$ cat config.mk
export PLATFORM = sky130hd
export DESIGN_NAME = tile_commit_scheduler
export DESIGN_NICKNAME = d
export VERILOG_FILES = /design/src/rtl/tile_commit_scheduler.sv
export SDC_FILE = /design/constraint.sdc
export NUM_CORES = 1
export LEC_CHECK = 0
export BUFFER_PORTS_ARGS = -buffer_cell sky130_fd_sc_hd__buf_2
export CELL_PAD_IN_SITES_DETAIL_PLACEMENT = 2
export CELL_PAD_IN_SITES_GLOBAL_PLACEMENT = 2
export CORE_ASPECT_RATIO = 1.25
export CORE_MARGIN = 2
export CORE_UTILIZATION = 36
export DETAILED_ROUTE_END_ITERATION = 10
export GPL_ROUTABILITY_DRIVEN = 0
export MAX_ROUTING_LAYER = met4
export PLACE_DENSITY = 0.76
export SYNTH_ARGS = -nofsm -noshare
export SYNTH_HDL_FRONTEND = slang
export SYNTH_SLANG_ARGS = --single-unit
$ cat constraint.sdc
create_clock -name vga_clock -period 4.2 [get_ports vga_clock]
set_input_delay 0.42 -clock vga_clock [delete_from_list [all_inputs] [get_ports vga_clock]]
set_output_delay 0.42 -clock vga_clock [all_outputs]
set_load 0.05 [all_outputs]
$ cat src/rtl/tile_commit_scheduler.sv
// tile_commit_scheduler: round-robin arbiter for background tile-map writes from game logic
// (requester 0) and the scroll engine (requester 1). Accepted writes are buffered in a FIFO
// and applied only while vblank is high, so the drawer never sees a half-updated frame.
// Mario's position is latched once per frame on the vblank rising edge.
// Optional build macro: TILE_COMMIT_STATS_EN enables the backlog_frames counter.
module tile_commit_scheduler #(
    parameter int unsigned FIFO_DEPTH  = 8,
    parameter int unsigned MAP_ROWS    = 12,
    parameter int unsigned MAP_COLS    = 17,
    parameter int unsigned MAX_COMMITS = 16
) (
    input  logic        vga_clock,
    input  logic        reset,
    input  logic        vblank,
    input  logic [1:0]  req_valid,
    output logic [1:0]  req_ready,
    input  logic [7:0]  req_row,
    input  logic [9:0]  req_col,
    input  logic [15:0] req_tile,
    input  logic [31:0] mario_x_in,
    input  logic [31:0] mario_y_in,
    output logic [31:0] mario_x,
    output logic [31:0] mario_y,
    output logic        tile_we,
    output logic [3:0]  tile_row,
    output logic [4:0]  tile_col,
    output logic [7:0]  tile_data,
    output logic        range_err,
    output logic        fifo_full,
    output logic [15:0] backlog_frames
);

    localparam int unsigned PW = $clog2(FIFO_DEPTH);
    localparam int unsigned CW = $clog2(MAX_COMMITS + 1);
    localparam logic [PW:0]   FULL_CNT = FIFO_DEPTH[PW:0];
    localparam logic [CW-1:0] CAP_CNT  = MAX_COMMITS[CW-1:0];

    typedef struct packed {
        logic [3:0] row;
        logic [4:0] col;
        logic [7:0] tile;
    } entry_t;

    typedef enum logic {StIdle = 1'b0, StDrain = 1'b1} state_e;

    state_e        r_state;
    state_e        w_state_next;
    entry_t        r_mem [FIFO_DEPTH];
    logic [PW-1:0] r_wptr;
    logic [PW-1:0] r_rptr;
    logic [PW:0]   r_count;
    logic [CW-1:0] r_commits;
    logic          r_last_grant;
    logic          r_vblank_d;
    logic          r_range_err;
    logic [31:0]   r_mario_x;
    logic [31:0]   r_mario_y;

    logic [1:0]    w_grant;
    logic          w_sel;
    logic          w_accept;
    logic          w_in_range;
    logic          w_push;
    logic          w_pop;
    logic          w_empty;
    logic          w_rise;
    entry_t        w_in_entry;
    entry_t        w_head;

    // Round-robin grant: a lone requester wins; on contention the one not granted last wins.
    always_comb begin
        w_grant = 2'b00;
        case (req_valid)
            2'b01:   w_grant = 2'b01;
            2'b10:   w_grant = 2'b10;
            2'b11:   w_grant = r_last_grant ? 2'b01 : 2'b10;
            default: w_grant = 2'b00;
        endcase
    end

    // Full flag comes from the registered count, so a same-cycle pop never opens ready.
    assign fifo_full = (r_count == FULL_CNT);
    assign w_empty   = (r_count == '0);
    assign req_ready = reset ? 2'b00 : (w_grant & {2{~fifo_full}});
    assign w_accept  = |(req_valid & req_ready);
    assign w_sel     = w_grant[1];
    assign w_rise    = vblank & ~r_vblank_d;

    // Select the granted requester's fields and range-check them.
    always_comb begin
        w_in_entry.row  = w_sel ? req_row[7:4]   : req_row[3:0];
        w_in_entry.col  = w_sel ? req_col[9:5]   : req_col[4:0];
        w_in_entry.tile = w_sel ? req_tile[15:8] : req_tile[7:0];
        w_in_range = (32'(w_in_entry.row) < MAP_ROWS) && (32'(w_in_entry.col) < MAP_COLS);
        w_push     = w_accept & w_in_range;
    end

    // Drain FSM: the exit check happens before any pop, so the exit cycle writes nothing.
    always_comb begin
        w_state_next = r_state;
        w_pop        = 1'b0;
        unique case (r_state)
            StIdle: begin
                if (w_rise) begin
                    w_state_next = StDrain;
                end
            end
            StDrain: begin
                if (w_empty || !vblank || (r_commits == CAP_CNT)) begin
                    w_state_next = StIdle;
                end else begin
                    w_pop = 1'b1;
                end
            end
            default: w_state_next = StIdle;
        endcase
    end

    assign w_head    = r_mem[r_rptr];
    assign tile_we   = w_pop & ~reset;
    assign tile_row  = tile_we ? w_head.row  : 4'd0;
    assign tile_col  = tile_we ? w_head.col  : 5'd0;
    assign tile_data = tile_we ? w_head.tile : 8'd0;
    assign range_err = r_range_err;
    assign mario_x   = r_mario_x;
    assign mario_y   = r_mario_y;

    // Control state: FSM, FIFO pointers/occupancy, commit counter, arbiter history, latches.
    always_ff @(posedge vga_clock) begin
        if (reset) begin
            r_state      <= StIdle;
            r_wptr       <= '0;
            r_rptr       <= '0;
            r_count      <= '0;
            r_commits    <= '0;
            r_last_grant <= 1'b1;
            r_vblank_d   <= 1'b0;
            r_range_err  <= 1'b0;
            r_mario_x    <= '0;
            r_mario_y    <= '0;
        end else begin
            r_state     <= w_state_next;
            r_vblank_d  <= vblank;
            r_range_err <= w_accept & ~w_in_range;
            if (w_accept) begin
                r_last_grant <= w_sel;
            end
            if (w_push) begin
                r_wptr <= r_wptr + PW'(1);
            end
            if (w_pop) begin
                r_rptr <= r_rptr + PW'(1);
            end
            if (w_push && !w_pop) begin
                r_count <= r_count + (PW+1)'(1);
            end else if (w_pop && !w_push) begin
                r_count <= r_count - (PW+1)'(1);
            end
            if ((r_state == StIdle) && w_rise) begin
                r_commits <= '0;
            end else if (w_pop) begin
                r_commits <= r_commits + CW'(1);
            end
            if (w_rise) begin
                r_mario_x <= mario_x_in;
                r_mario_y <= mario_y_in;
            end
        end
    end

    // FIFO storage; contents are don't-care while unoccupied, so no reset.
    always_ff @(posedge vga_clock) begin
        if (w_push) begin
            r_mem[r_wptr] <= w_in_entry;
        end
    end

`ifdef TILE_COMMIT_STATS_EN
    logic [15:0] r_backlog;

    // Count frames whose blanking ended with writes still queued; saturating.
    always_ff @(posedge vga_clock) begin
        if (reset) begin
            r_backlog <= 16'd0;
        end else if (!vblank && r_vblank_d && !w_empty && (r_backlog != 16'hFFFF)) begin
            r_backlog <= r_backlog + 16'd1;
        end
    end

    assign backlog_frames = r_backlog;
`else
    assign backlog_frames = 16'd0;
`endif

endmodule

==> impl_metrics.xml, run 1 <==
<?xml version="1.0" encoding="UTF-8"?>
<metrics>
  <group name="outcome">
    <metric name="status" unit="">finished, final reports clean</metric>
  </group>
  <group name="global_routing">
    <metric name="grt_antenna_before_repair" unit="">0</metric>
    <metric name="grt_usage" unit="%">20.1</metric>
    <metric name="wire_length_of_the_first_global_routing_pass" unit="um">38200</metric>
    <metric name="globalRoute.totalOverflow" unit="">0</metric>
    <metric name="first_global_vias" unit="">6762</metric>
    <metric name="grt_start_max_net_pins" unit="">80</metric>
  </group>
  <group name="route">
    <metric name="wirelength_met1" unit="um">9740</metric>
    <metric name="via_count" unit="">5917</metric>
    <metric name="drt_iter0_markers" unit="">184</metric>
    <metric name="number_of_detailed_routing_iterations_run_before_antenna_repair" unit="">4</metric>
    <metric name="number_of_design_rule_violations_left_after_detail_routing" unit="">0</metric>
    <metric name="avgViaCountPerCell" unit="">4.92</metric>
    <metric name="top_layer_used" unit="">met4</metric>
    <metric name="route.antenna.remaining_nets" unit="">0</metric>
    <metric name="detailroute.wirelength.met2" unit="um">13400</metric>
    <metric name="drt_wl_total" unit="um">24800</metric>
    <metric name="route.detailed.wl_per_inst" unit="um">20.6</metric>
    <metric name="routed-wl-met3" unit="um">1390</metric>
  </group>
  <group name="setup_path">
    <metric name="cp.arrival" unit="ps">2880</metric>
    <metric name="startpoint_type" unit="">flip-flop</metric>
    <metric name="rrSetupSlack" unit="ps">970</metric>
    <metric name="regToRegEndpoint" unit="">r_count[3]</metric>
    <metric name="worst_ep_required_time" unit="ps">3780</metric>
    <metric name="critical_path_endpoint_category" unit="">output port</metric>
    <metric name="criticalPathCategory" unit="">reg2out</metric>
    <metric name="launch_point_of_the_worst_path" unit="">r_commits[0]</metric>
    <metric name="crit-reg2reg-launch" unit="">r_commits[0]</metric>
    <metric name="critical_path.endpoint" unit="">tile_data[5]</metric>
    <metric name="r2r_cells" unit="">12</metric>
    <metric name="path_max_fanout" unit="">18</metric>
  </group>
  <group name="finish">
    <metric name="post_route_cells_drive_above_1_share" unit="%">36.7</metric>
    <metric name="antennaDiodeCount" unit="">0</metric>
    <metric name="post_layout_instance_count_excluding_filler_cells" unit="">1203</metric>
    <metric name="relative_area_change_from_synthesis_to_final_layout" unit="%">24.6</metric>
    <metric name="final_core_util" unit="%">45.3</metric>
    <metric name="net_count_final" unit="">966</metric>
  </group>
  <group name="clock_network">
    <metric name="cts_post_setup_buffers_inserted" unit="">0</metric>
    <metric name="cts-root-buf" unit="">sky130_fd_sc_hd__clkbuf_16</metric>
    <metric name="cts_buffer_depth" unit="">3</metric>
    <metric name="cts_resized" unit="">0</metric>
    <metric name="tritoncts.num_buffers" unit="">24</metric>
    <metric name="clock-sinks" unit="">222</metric>
    <metric name="worst_setup_hold_path_clk_slew" unit="ps">60</metric>
    <metric name="cts_tree" unit="">done</metric>
    <metric name="cts_max_level" unit="">1</metric>
    <metric name="clock_latency_reported_for_the_late_side_of_the_worst_skew_pair" unit="ps">510</metric>
    <metric name="cts_hold_repair.buffers" unit="">0</metric>
  </group>
  <group name="sta">
    <metric name="unrepaired_setup_endpoints_after_global_routing" unit="">false</metric>
    <metric name="final.setup.tns" unit="ps">0</metric>
    <metric name="finalSetupViolations" unit="">0</metric>
    <metric name="finClkSkew" unit="ps">9.90</metric>
    <metric name="finalHoldViolations" unit="">0</metric>
    <metric name="achievable-frequency" unit="MHz">303</metric>
    <metric name="final-max-slew-violation-count" unit="">0</metric>
    <metric name="finalHoldWorstSlack" unit="ps">149</metric>
    <metric name="slew_headroom" unit="%">34.8</metric>
    <metric name="worst-slew-pin-transition" unit="ps">977</metric>
    <metric name="post-route-period-util" unit="%">78.5</metric>
    <metric name="period_needed" unit="ps">3300</metric>
  </group>
  <group name="yosys">
    <metric name="synth_mux_area_share" unit="%">13.6</metric>
    <metric name="postSynth.topFlopCell" unit="">sky130_fd_sc_hd__edfxtp_1</metric>
    <metric name="synth_edf_count" unit="">136</metric>
    <metric name="synth_largest_type_area_fraction" unit="%">46.3</metric>
    <metric name="synth.lib_cells_used.distinct" unit="">44</metric>
    <metric name="post-synth-top-count-cell" unit="">sky130_fd_sc_hd__nand2_1</metric>
    <metric name="synth-simple-area-share" unit="%">9.72</metric>
    <metric name="synth-compound-area-share" unit="%">5.08</metric>
    <metric name="post_synth_xor_area_fraction" unit="%">0.695</metric>
    <metric name="yosysWarnings" unit="">0</metric>
    <metric name="synthesized_instance_count" unit="">660</metric>
    <metric name="largest_family_of_logic_cells_by_synthesized_area" unit="">multiplexers</metric>
    <metric name="synth_largest_area_cell" unit="">sky130_fd_sc_hd__edfxtp_1</metric>
    <metric name="synth-async-reset-ratio" unit="%">0</metric>
    <metric name="synth-adder-area-share" unit="%">1.22</metric>
    <metric name="syn_area" unit="um2">8820</metric>
    <metric name="netlist_top_cells_count" unit="">137 x sky130_fd_sc_hd__nand2_1, 136 x sky130_fd_sc_hd__edfxtp_1, 86 x sky130_fd_sc_hd__dfxtp_1</metric>
    <metric name="ys_seq_elements" unit="">222</metric>
    <metric name="seq_total_area_yosys" unit="%">65.8</metric>
    <metric name="synth.area.top_cells" unit="">sky130_fd_sc_hd__edfxtp_1 46%, sky130_fd_sc_hd__dfxtp_1 20%, sky130_fd_sc_hd__mux4_2 8.7%</metric>
    <metric name="synth.avg_cell_area" unit="um2">13.4</metric>
  </group>
  <group name="pwr">
    <metric name="power.switching" unit="mW">1.30</metric>
    <metric name="report.power.total" unit="mW">5.20</metric>
    <metric name="power.leakage" unit="nW">4.19</metric>
    <metric name="combPwrFrac" unit="%">11.2</metric>
    <metric name="irDropWorstVdd" unit="mV">0.282</metric>
    <metric name="power.share.clock" unit="%">41.8</metric>
    <metric name="seqPwrFrac" unit="%">47.0</metric>
    <metric name="switching_share" unit="%">25.0</metric>
    <metric name="pwr_dens" unit="nW/um2">473</metric>
    <metric name="cellInternalPower" unit="mW">3.90</metric>
  </group>
  <group name="floorplanning">
    <metric name="floorplan.die_area" unit="um2">25800</metric>
    <metric name="die_height" unit="um">179</metric>
    <metric name="row_count" unit="">64</metric>
    <metric name="die-width" unit="um">144</metric>
    <metric name="io-pin-count" unit="">205</metric>
    <metric name="core_region_area" unit="um2">24300</metric>
    <metric name="initial_standard_cell_utilization_of_the_core" unit="%">36.4</metric>
  </group>
  <group name="placement">
    <metric name="place.detailed.instances" unit="">1159</metric>
    <metric name="numPortBuffers" unit="">188</metric>
    <metric name="place_hpwl" unit="um">17600</metric>
  </group>
  <group name="flow_run">
    <metric name="maxCapViolCount" unit="">0</metric>
  </group>
  <group name="min_path">
    <metric name="hold_path_class" unit="">in2reg</metric>
  </group>
</metrics>
==> stage by stage <==
step | cell area [um2] | setup slack [ps]
floorplan | 8880 | 608
global placement | 10200 | 1050
detailed placement | 10200 | 901
CTS | 11000 | 795
global route | 11000 | 609
finish | 11000 | 902
==> worst min-delay path by stage <==
stage	start	to	slack, ps	cells past startpoint
floorplan	r_rptr[1]	flip-flop	450	2
global placement	mario_x[8]	mario_x[8]	440	2
detailed placement	mario_y[6]	mario_y[6]	450	2
CTS	mario_y_in[20]	mario_y[20]	130	3
global route	mario_y_in[8]	mario_y[8]	130	3
finish	mario_x_in[2]	mario_x[2]	150	3
==> flip-flops by register name (all words and copies together) (netlist names), named ones only <==
register / count
r_count: 4
r_wptr: 3
r_commits: 5
mario_x: 32
r_last_grant: 1
r_state: 1
r_rptr: 3
mario_y: 32
range_err: 1
r_vblank_d: 1
r_mem: 136
==> layout make-up <==
| cell class | count | area (um2) |
|---|---|---|
| clock buffers | 32 | 682 |
| clock inverters | 12 | 140 |
| fillers | 2471 | 13300 |
| inverters | 14 | 52.6 |
| multi-input cells | 384 | 2800 |
| flip-flops and latches | 222 | 5810 |
| well taps | 330 | 413 |
| repair buffers | 209 | 1100 |
==> cells by family after synthesis <==
group / count (synthesis)
multiplexers: 75
AO/OA/AOI/OAI: 80
AND/OR/NAND/NOR: 198
other: 1
flip-flops: 222
XOR/XNOR: 7
adder cells (fa/ha/maj): 8
buffers and inverters: 69
==> worst max-delay path, stage by stage (launching register included) <==
cell                       delay, ps
sky130_fd_sc_hd__dfxtp_1         400
sky130_fd_sc_hd__inv_1           100
sky130_fd_sc_hd__ha_1            200
sky130_fd_sc_hd__and4bb_1        240
sky130_fd_sc_hd__nor3_2          460
sky130_fd_sc_hd__nand2_2         400
sky130_fd_sc_hd__nor2_1          260
sky130_fd_sc_hd__buf_2           290
==> power groups by stage <==
stage	Clock, mW	Combinational [mW]	Sequential (mW)
2_1_floorplan	0	0.298	2.59
3_3_place_gp	0	0.560	2.48
3_5_place_dp	0	0.591	2.49
4_1_cts	2.22	0.593	2.44
5_1_grt	2.31	0.631	2.45
6_report	2.17	0.585	2.44
==> metal layers <==
layer | track usage [%] | vias up
met3 | 3.63 | 22
met4 | 3.84 | 0
met1 | 23.0 | 2983
li1 | - | 2727
met2 | 36.9 | 185
met5 | - | -
==> placed cells by master, fill, tap and decap left out, types with 3 or more instances in the layout <==
cell and instances:
sky130_fd_sc_hd__a21oi_1 69, sky130_fd_sc_hd__buf_2 188, sky130_fd_sc_hd__buf_4 21, sky130_fd_sc_hd__bufinv_16 3
sky130_fd_sc_hd__clkbuf_1 4, sky130_fd_sc_hd__clkbuf_16 25, sky130_fd_sc_hd__clkbuf_8 3, sky130_fd_sc_hd__clkinv_1 4
sky130_fd_sc_hd__conb_1 16, sky130_fd_sc_hd__dfxtp_1 85, sky130_fd_sc_hd__edfxtp_1 136, sky130_fd_sc_hd__ha_1 7
sky130_fd_sc_hd__inv_1 12, sky130_fd_sc_hd__mux2_2 19, sky130_fd_sc_hd__mux2i_1 21, sky130_fd_sc_hd__mux4_2 34
sky130_fd_sc_hd__nand2_1 137, sky130_fd_sc_hd__nor2_1 33, sky130_fd_sc_hd__nor3_2 3, sky130_fd_sc_hd__nor4_1 3
sky130_fd_sc_hd__nor4_2 5, sky130_fd_sc_hd__xnor2_1 6
No activity file was read; power rests on OpenSTA's default activity.
==> run 2: changes to the inputs <==
- ABC_AREA: unset -> 1
- CORE_UTILIZATION: 36 -> 33
- PLACE_DENSITY: 0.76 -> 0.74
- clock period: 4.2 -> 3.1 ns (I/O delays scaled with it)
==> run 2 against run 1 <==
Cell count up 17%. Clock power up 25%. Worst hold slack worse by 130 ps.
==> impl_metrics.xml, run 2 <==
<?xml version="1.0" encoding="UTF-8"?>
<metrics>
  <group name="route">
    <metric name="via_count" unit="">6984</metric>
    <metric name="drt_wl_total" unit="um">28200</metric>
    <metric name="drt_iter0_markers" unit="">277</metric>
    <metric name="route.detailed.wl_per_inst" unit="um">19.9</metric>
    <metric name="route.antenna.remaining_nets" unit="">0</metric>
    <metric name="avgViaCountPerCell" unit="">4.95</metric>
    <metric name="number_of_detailed_routing_iterations_run_before_antenna_repair" unit="">4</metric>
    <metric name="number_of_design_rule_violations_left_after_detail_routing" unit="">0</metric>
  </group>
  <group name="clock_network">
    <metric name="cts_max_level" unit="">1</metric>
    <metric name="cts_post_setup_buffers_inserted" unit="">0</metric>
    <metric name="cts_hold_repair.buffers" unit="">0</metric>
    <metric name="tritoncts.num_buffers" unit="">23</metric>
    <metric name="worst_setup_hold_path_clk_slew" unit="ps">60</metric>
    <metric name="clock-sinks" unit="">222</metric>
    <metric name="clock_latency_reported_for_the_late_side_of_the_worst_skew_pair" unit="ps">510</metric>
    <metric name="cts-root-buf" unit="">sky130_fd_sc_hd__clkbuf_16</metric>
    <metric name="cts_buffer_depth" unit="">3</metric>
    <metric name="cts_tree" unit="">done</metric>
  </group>
  <group name="global_routing">
    <metric name="globalRoute.totalOverflow" unit="">0</metric>
    <metric name="grt_start_max_net_pins" unit="">70</metric>
    <metric name="globalRouteMet3Util" unit="%">5.79</metric>
    <metric name="globalRoute.busiestLayer" unit="">met2</metric>
    <metric name="wire_length_of_the_first_global_routing_pass" unit="um">43300</metric>
    <metric name="grt_use_met1" unit="%">22.9</metric>
    <metric name="first_global_vias" unit="">7819</metric>
    <metric name="grt_usage" unit="%">20.5</metric>
    <metric name="grt_use_met2" unit="%">35.9</metric>
    <metric name="grt_antenna_before_repair" unit="">2</metric>
  </group>
  <group name="pwr">
    <metric name="power.leakage" unit="nW">4.46</metric>
    <metric name="pwr_dens" unit="nW/um2">633</metric>
    <metric name="irDropWorstVdd" unit="mV">0.396</metric>
  </group>
  <group name="yosys">
    <metric name="ys_seq_elements" unit="">222</metric>
    <metric name="synth_edf_count" unit="">136</metric>
    <metric name="synth_largest_area_cell" unit="">sky130_fd_sc_hd__edfxtp_1</metric>
    <metric name="post-synth-top-count-cell" unit="">sky130_fd_sc_hd__nor2_1</metric>
    <metric name="synth-async-reset-ratio" unit="%">0</metric>
    <metric name="synth.avg_cell_area" unit="um2">10.4</metric>
    <metric name="postSynth.topFlopCell" unit="">sky130_fd_sc_hd__edfxtp_1</metric>
    <metric name="yosysWarnings" unit="">0</metric>
    <metric name="syn_area" unit="um2">8940</metric>
    <metric name="synth.area.top_cells" unit="">sky130_fd_sc_hd__edfxtp_1 46%, sky130_fd_sc_hd__dfxtp_1 19%, sky130_fd_sc_hd__nor2_1 10%</metric>
    <metric name="seq_total_area_yosys" unit="%">65.0</metric>
    <metric name="synth_largest_type_area_fraction" unit="%">45.7</metric>
    <metric name="synthesized_instance_count" unit="">862</metric>
    <metric name="synth.lib_cells_used.distinct" unit="">40</metric>
    <metric name="netlist_top_cells_count" unit="">248 x sky130_fd_sc_hd__nor2_1, 145 x sky130_fd_sc_hd__o21ai_0, 136 x sky130_fd_sc_hd__edfxtp_1</metric>
  </group>
  <group name="finish">
    <metric name="fillCellCount" unit="">2907</metric>
    <metric name="largest_register" unit="">r_mem</metric>
    <metric name="post_layout_instance_count_excluding_filler_cells" unit="">1412</metric>
    <metric name="net_count_final" unit="">1159</metric>
    <metric name="layout.area.seq" unit="um2">5810</metric>
    <metric name="final_design_area_no_fill" unit="um2">11000</metric>
    <metric name="largest_register_ff_count" unit="">136</metric>
    <metric name="relative_area_change_from_synthesis_to_final_layout" unit="%">22.9</metric>
    <metric name="post_route_cells_drive_above_1_share" unit="%">27.6</metric>
    <metric name="highest_count_cells_in_the_layout_ignoring_fill_and_taps" unit="">245 x sky130_fd_sc_hd__nor2_1, 188 x sky130_fd_sc_hd__buf_2, 145 x sky130_fd_sc_hd__o21ai_0</metric>
    <metric name="multi_input_area" unit="um2">2760</metric>
    <metric name="layout.cells.most_common" unit="">sky130_fd_sc_hd__nor2_1</metric>
  </group>
  <group name="min_path">
    <metric name="hold_path_class" unit="">in2reg</metric>
    <metric name="whs_path_depth" unit="">3</metric>
  </group>
  <group name="floorplanning">
    <metric name="die-width" unit="um">151</metric>
    <metric name="core_region_area" unit="um2">26700</metric>
    <metric name="floorplan.die_area" unit="um2">28400</metric>
    <metric name="initial_standard_cell_utilization_of_the_core" unit="%">33.4</metric>
    <metric name="die_height" unit="um">188</metric>
    <metric name="row_count" unit="">67</metric>
    <metric name="io-pin-count" unit="">205</metric>
  </group>
  <group name="setup_path">
    <metric name="regToRegEndpoint" unit="">r_count[3]</metric>
    <metric name="critical_path.endpoint" unit="">tile_row[3]</metric>
    <metric name="startpoint_type" unit="">flip-flop</metric>
    <metric name="criticalPathCategory" unit="">reg2out</metric>
    <metric name="cp.arrival" unit="ps">2670</metric>
    <metric name="worstPathCellList" unit="">buf_4 -&gt; o21ai_0 -&gt; o22ai_1 -&gt; o21ai_0 -&gt; a31oi_1 -&gt; buf_2</metric>
    <metric name="worst_path_most_repeated_cell" unit="">sky130_fd_sc_hd__o21ai_0</metric>
    <metric name="cpPeakStageDelay" unit="ps">420</metric>
    <metric name="path_max_fanout" unit="">34</metric>
    <metric name="crit-reg2reg-launch" unit="">r_last_grant</metric>
    <metric name="worst_ep_required_time" unit="ps">2790</metric>
    <metric name="critical_path_endpoint_category" unit="">output port</metric>
    <metric name="r2r_cells" unit="">18</metric>
    <metric name="critical_path.slowest_cell" unit="">sky130_fd_sc_hd__buf_4</metric>
    <metric name="rrSetupSlack" unit="ps">290</metric>
  </group>
  <group name="sta">
    <metric name="period_needed" unit="ps">2980</metric>
    <metric name="post-route-period-util" unit="%">96.0</metric>
    <metric name="worst-slew-pin-transition" unit="ps">657</metric>
    <metric name="unrepaired_setup_endpoints_after_global_routing" unit="">false</metric>
    <metric name="final.setup.tns" unit="ps">0</metric>
    <metric name="final-max-slew-violation-count" unit="">0</metric>
    <metric name="finalSetupViolations" unit="">0</metric>
    <metric name="slew_headroom" unit="%">56.2</metric>
    <metric name="finClkSkew" unit="ps">9.81</metric>
    <metric name="finalHoldWorstSlack" unit="ps">22.2</metric>
    <metric name="finalHoldViolations" unit="">0</metric>
    <metric name="achievable-frequency" unit="MHz">336</metric>
  </group>
  <group name="placement">
    <metric name="place.detailed.instances" unit="">1368</metric>
    <metric name="numPortBuffers" unit="">188</metric>
    <metric name="place_hpwl" unit="um">18900</metric>
    <metric name="place_area" unit="um2">10200</metric>
  </group>
  <group name="outcome">
    <metric name="status" unit="">finished, final reports clean</metric>
  </group>
  <group name="flow_run">
    <metric name="maxCapViolCount" unit="">0</metric>
  </group>
</metrics>
==> run 2: cell count changes after synthesis, moves of 7 or more <==
cell | before | now
sky130_fd_sc_hd__o22ai_1 | 0 | 17
sky130_fd_sc_hd__nand2_2 | 1 | 8
sky130_fd_sc_hd__mux2i_1 | 21 | 0
sky130_fd_sc_hd__mux2_2 | 19 | 10
sky130_fd_sc_hd__o21ai_0 | 2 | 145
sky130_fd_sc_hd__nand2_1 | 137 | 30
sky130_fd_sc_hd__nand3_1 | 2 | 11
sky130_fd_sc_hd__nor4_1 | 7 | 0
sky130_fd_sc_hd__inv_1 | 12 | 21
sky130_fd_sc_hd__nor2_1 | 33 | 248
sky130_fd_sc_hd__o21ai_1 | 1 | 10
sky130_fd_sc_hd__a21oi_1 | 69 | 14
sky130_fd_sc_hd__mux4_2 | 34 | 0
sky130_fd_sc_hd__a31oi_1 | 0 | 17
==> run 2: where the power goes <==
group	internal [mW]	switching, mW	leakage, nW
clock network	1.60	1.12	0.358
logic	0.229	0.686	2.17
registers	3.26	0.0546	1.94
total	5.09	1.86	4.46
==> run 2: worst min-delay path by stage <==
stage	slack (ps)	start	end
after floorplan	430	vblank	r_vblank_d
after global placement	480	r_commits[4]	r_commits[4]
after detailed placement	500	mario_y[24]	mario_y[24]
after CTS	6	mario_y_in[7]	mario_y[7]
after global routing	20	mario_y_in[11]	mario_y[11]
final	20	mario_y_in[7]	mario_y[7]
==> run 2: cell families (layout without fill, tap and decap cells) <==
kind of cell / count (synthesis) / count (layout) / synth area share [%]
AOI/OAI and AO/OA: 207 / 207 / 12.2
adders and majority gates: 8 / 8 / 1.20
muxes: 10 / 10 / 1.26
and+or+nand+nor: 316 / 316 / 14.8
DFF: 222 / 222 / 65.0
xor gates and xnor gates: 5 / 5 / 0.490
buffers and inverters: 93 / 280 / 5.05
other: 1 / 19 / 0.0420
==> run 2: critical path, delay by kind of cell, from the launching register on <==
kind / cells / cell delay [ps]
AO/OA/AOI/OAI: 4 / 960
flip-flops: 1 / 390
buffers and inverters: 2 / 780
==> run 2: per-layer routing <==
| metal | routed length [um] | vias to the layer above | part of all wire, % |
|---|---|---|---|
| met5 | 0 | - | 0 |
| met4 | 534 | 0 | 1.9 |
| met3 | 2060 | 40 | 7.3 |
| met2 | 14300 | 212 | 51 |
| met1 | 11300 | 3431 | 40 |
| li1 | - | 3301 | - |
==> run 2: timing repair <==
item / CTS / global route
endpoints found under the setup margin: 0 / 1
hold endpoints to repair: 0 / 0
gates resized for setup: 0 / 3
==> run 2: layout make-up <==
| class | count | area share [%] |
|---|---|---|
| timing repair buffer | 213 | 10.4 |
| inverter | 26 | 0.912 |
| clock buffer | 32 | 5.84 |
| sequential | 222 | 52.9 |
| clock inverter | 9 | 0.866 |
| antenna | 3 | 0.0684 |
| tap | 345 | 3.93 |
| multi-input combinational | 562 | 25.1 |
==> run 2: through the flow <==
stage / total power [mW] / util [%] / worst slack [ps]
detailed placement: 4.30 / 38.2 / 145
floorplan: 4.02 / - / 599
global placement: 4.26 / 38.2 / 271
CTS: 7.05 / 41.0 / 124
global route: 7.23 / 41.0 / 19.5
finish: 6.95 / 41.1 / 123
==> run 3: changes to the inputs <==
- PLACE_DENSITY: 0.74 -> unset
- PLACE_DENSITY_LB_ADDON: unset -> 0.1
==> run 3 against run 2 <==
Maximum frequency grew 5.8%. Power increased by 6.9%. Critical path depth grew 1. Via count up 0.44%. Clock skew grew 5.9 ps. First-iteration DRC count down 11%. Count of clock-buffer cells in the layout is 5 lower. Flip-flop and latch count unchanged. Utilization up 0.99 points. Sequential power is essentially flat. Largest power group unchanged. Highest routed layer unchanged.
==> impl_metrics.xml, run 3 (synthesized netlist as in run 2, its figures left out) <==
<?xml version="1.0" encoding="UTF-8"?>
<metrics>
  <group name="route">
    <metric name="route.detailed.wl_per_inst" unit="um">19.4</metric>
    <metric name="avgViaCountPerCell" unit="">4.91</metric>
    <metric name="number_of_detailed_routing_iterations_run_before_antenna_repair" unit="">4</metric>
    <metric name="number_of_design_rule_violations_left_after_detail_routing" unit="">0</metric>
    <metric name="drt_wl_total" unit="um">27800</metric>
    <metric name="drt_iter0_markers" unit="">247</metric>
    <metric name="via_count" unit="">7015</metric>
    <metric name="route.antenna.remaining_nets" unit="">0</metric>
  </group>
  <group name="placement">
    <metric name="place_hpwl" unit="um">17600</metric>
    <metric name="numPortBuffers" unit="">188</metric>
    <metric name="place_area" unit="um2">10200</metric>
  </group>
  <group name="global_routing">
    <metric name="globalRoute.totalOverflow" unit="">0</metric>
    <metric name="grt_antenna_before_repair" unit="">8</metric>
    <metric name="grt_usage" unit="%">20.1</metric>
    <metric name="first_global_vias" unit="">7802</metric>
    <metric name="grt_start_max_net_pins" unit="">70</metric>
    <metric name="wire_length_of_the_first_global_routing_pass" unit="um">43200</metric>
  </group>
  <group name="pwr">
    <metric name="seqPwrFrac" unit="%">44.7</metric>
    <metric name="irDropWorstVdd" unit="mV">0.339</metric>
    <metric name="power.share.clock" unit="%">43.0</metric>
    <metric name="switching_share" unit="%">26.2</metric>
    <metric name="cellInternalPower" unit="mW">5.49</metric>
    <metric name="report.power.total" unit="mW">7.43</metric>
    <metric name="power.leakage" unit="nW">4.57</metric>
    <metric name="pwr_dens" unit="nW/um2">661</metric>
    <metric name="power.switching" unit="mW">1.94</metric>
    <metric name="combPwrFrac" unit="%">12.3</metric>
  </group>
  <group name="setup_path">
    <metric name="worstPathCellList" unit="">inv_2 -&gt; buf_4 -&gt; nor2_1 -&gt; o22ai_1 -&gt; o21ai_0 -&gt; a31oi_1 -&gt; buf_2</metric>
    <metric name="critical_path.slowest_cell" unit="">sky130_fd_sc_hd__dfxtp_4</metric>
    <metric name="crit-reg2reg-launch" unit="">r_last_grant</metric>
    <metric name="startpoint_type" unit="">flip-flop</metric>
    <metric name="critical_path_endpoint_category" unit="">output port</metric>
    <metric name="cpPeakStageDelay" unit="ps">470</metric>
    <metric name="worst_ep_required_time" unit="ps">2790</metric>
    <metric name="path_max_fanout" unit="">35</metric>
    <metric name="criticalPathCategory" unit="">reg2out</metric>
    <metric name="cp.arrival" unit="ps">2500</metric>
  </group>
  <group name="finish">
    <metric name="final_design_area_no_fill" unit="um2">11200</metric>
    <metric name="relative_area_change_from_synthesis_to_final_layout" unit="%">25.8</metric>
    <metric name="largest_register_ff_count" unit="">136</metric>
    <metric name="highest_count_cells_in_the_layout_ignoring_fill_and_taps" unit="">245 x sky130_fd_sc_hd__nor2_1, 188 x sky130_fd_sc_hd__buf_2, 145 x sky130_fd_sc_hd__o21ai_0</metric>
    <metric name="post_route_cells_drive_above_1_share" unit="%">27.6</metric>
    <metric name="largest_register" unit="">r_mem</metric>
    <metric name="fillCellCount" unit="">2888</metric>
    <metric name="layout.cells.most_common" unit="">sky130_fd_sc_hd__nor2_1</metric>
    <metric name="net_count_final" unit="">1169</metric>
  </group>
  <group name="clock_network">
    <metric name="clock-sinks" unit="">222</metric>
    <metric name="clock_latency_reported_for_the_late_side_of_the_worst_skew_pair" unit="ps">520</metric>
    <metric name="cts-root-buf" unit="">sky130_fd_sc_hd__clkbuf_16</metric>
    <metric name="cts_max_level" unit="">1</metric>
    <metric name="tritoncts.num_buffers" unit="">24</metric>
    <metric name="cts_post_setup_buffers_inserted" unit="">0</metric>
    <metric name="cts_buffer_depth" unit="">3</metric>
    <metric name="worst_setup_hold_path_clk_slew" unit="ps">60</metric>
    <metric name="cts_tree" unit="">done</metric>
  </group>
  <group name="floorplanning">
    <metric name="row_count" unit="">67</metric>
    <metric name="core_region_area" unit="um2">26700</metric>
    <metric name="floorplan.die_area" unit="um2">28400</metric>
    <metric name="initial_standard_cell_utilization_of_the_core" unit="%">33.4</metric>
    <metric name="io-pin-count" unit="">205</metric>
    <metric name="die_height" unit="um">188</metric>
    <metric name="die-width" unit="um">151</metric>
  </group>
  <group name="flow_run">
    <metric name="maxCapViolCount" unit="">0</metric>
  </group>
  <group name="min_path">
    <metric name="hold_path_class" unit="">in2reg</metric>
    <metric name="min_delay_startpoint" unit="">mario_y_in[5]</metric>
  </group>
  <group name="sta">
    <metric name="final-max-slew-violation-count" unit="">0</metric>
    <metric name="worst-slew-pin-transition" unit="ps">716</metric>
    <metric name="finalSetupViolations" unit="">0</metric>
    <metric name="slew_headroom" unit="%">52.3</metric>
    <metric name="finalHoldViolations" unit="">0</metric>
    <metric name="achievable-frequency" unit="MHz">356</metric>
    <metric name="finClkSkew" unit="ps">15.7</metric>
    <metric name="unrepaired_setup_endpoints_after_global_routing" unit="">true</metric>
    <metric name="post-route-period-util" unit="%">90.7</metric>
    <metric name="period_needed" unit="ps">2810</metric>
  </group>
  <group name="outcome">
    <metric name="status" unit="">finished, final reports clean</metric>
  </group>
</metrics>
==> run 3: changes by cell type in the layout (fill, tap and decap cells not counted), moves of 2 or more <==
| cell | delta |
|---|---|
| sky130_fd_sc_hd__clkbuf_16 | +2 |
| sky130_fd_sc_hd__diode_2 | +5 |
| sky130_fd_sc_hd__dlygate4sd3_1 | +10 |
| sky130_fd_sc_hd__bufinv_16 | +4 |
| sky130_fd_sc_hd__clkinv_1 | +2 |
| sky130_fd_sc_hd__clkbuf_1 | -4 |
| sky130_fd_sc_hd__buf_4 | -2 |
| sky130_fd_sc_hd__clkbuf_8 | -2 |
==> run 3: power by group through the flow <==
stage	combinational, mW	sequential [mW]	clock [mW]
detailed placement	0.912	3.38	0
global placement	0.892	3.38	0
finish	0.914	3.32	3.20
CTS	0.929	3.32	3.29
global route	1.01	3.33	3.39
floorplan	0.426	3.59	0
==> run 3: metal layers <==
layer	vias to the layer above	share of wire, %	global-route usage (%)	wire length (um)
met1	3480	42	23.2	11600
met3	31	6.6	5.84	1840
met2	184	50	34.8	13900
met5	-	0	-	0
met4	0	1.4	3.56	386
li1	3320	-	-	-
==> run 3: worst paths after layout <==
kind,end,slack (ps),cells past startpoint
max,tile_data[7],290,7
min,mario_y[5],20,3
max reg2reg,r_count[3],290,20
min reg2reg,r_commits[4],510,2
==> run 3: final cells by class <==
class                   instances  area [um2]  share of cell area [%]
clock inverters                17         239                    2.13
well taps                     345         432                    3.84
flip-flops and latches        222        5810                    51.7
multi-input cells             562        2750                    24.5
diodes                          8        20.0                   0.178
inverters                      26         100                   0.890
clock buffers                  27         643                    5.72
repair buffers                222        1250                    11.1
==> run 3: worst max-delay path: cells and delay by family, from the launching register on <==
family,cells,cell delay (ps)
buffers and inverters,3,900
flip-flops,1,470
AND/OR/NAND/NOR,1,70
AO/OA/AOI/OAI,3,520
==> run 3: stage by stage <==
stage               utilization, %  hold slack, ps  setup TNS [ps]  cells  setup WS (ps)
floorplan                        -             435               0    877            599
global route                  42.0            9.04           -14.2   1429          -14.2
CTS                           41.9           0.683               0   1421           61.3
global placement              38.3             485               0   1367            279
finish                        42.0            17.5               0   1429            288
detailed placement            38.3             498               0   1367            174
==> run 3: timing repair <==
item | in CTS | in global routing
hold endpoints to repair | 10 | 0
hold buffers | 10 | 0
setup endpoints to repair | 0 | 5
gates resized for setup | 0 | 3
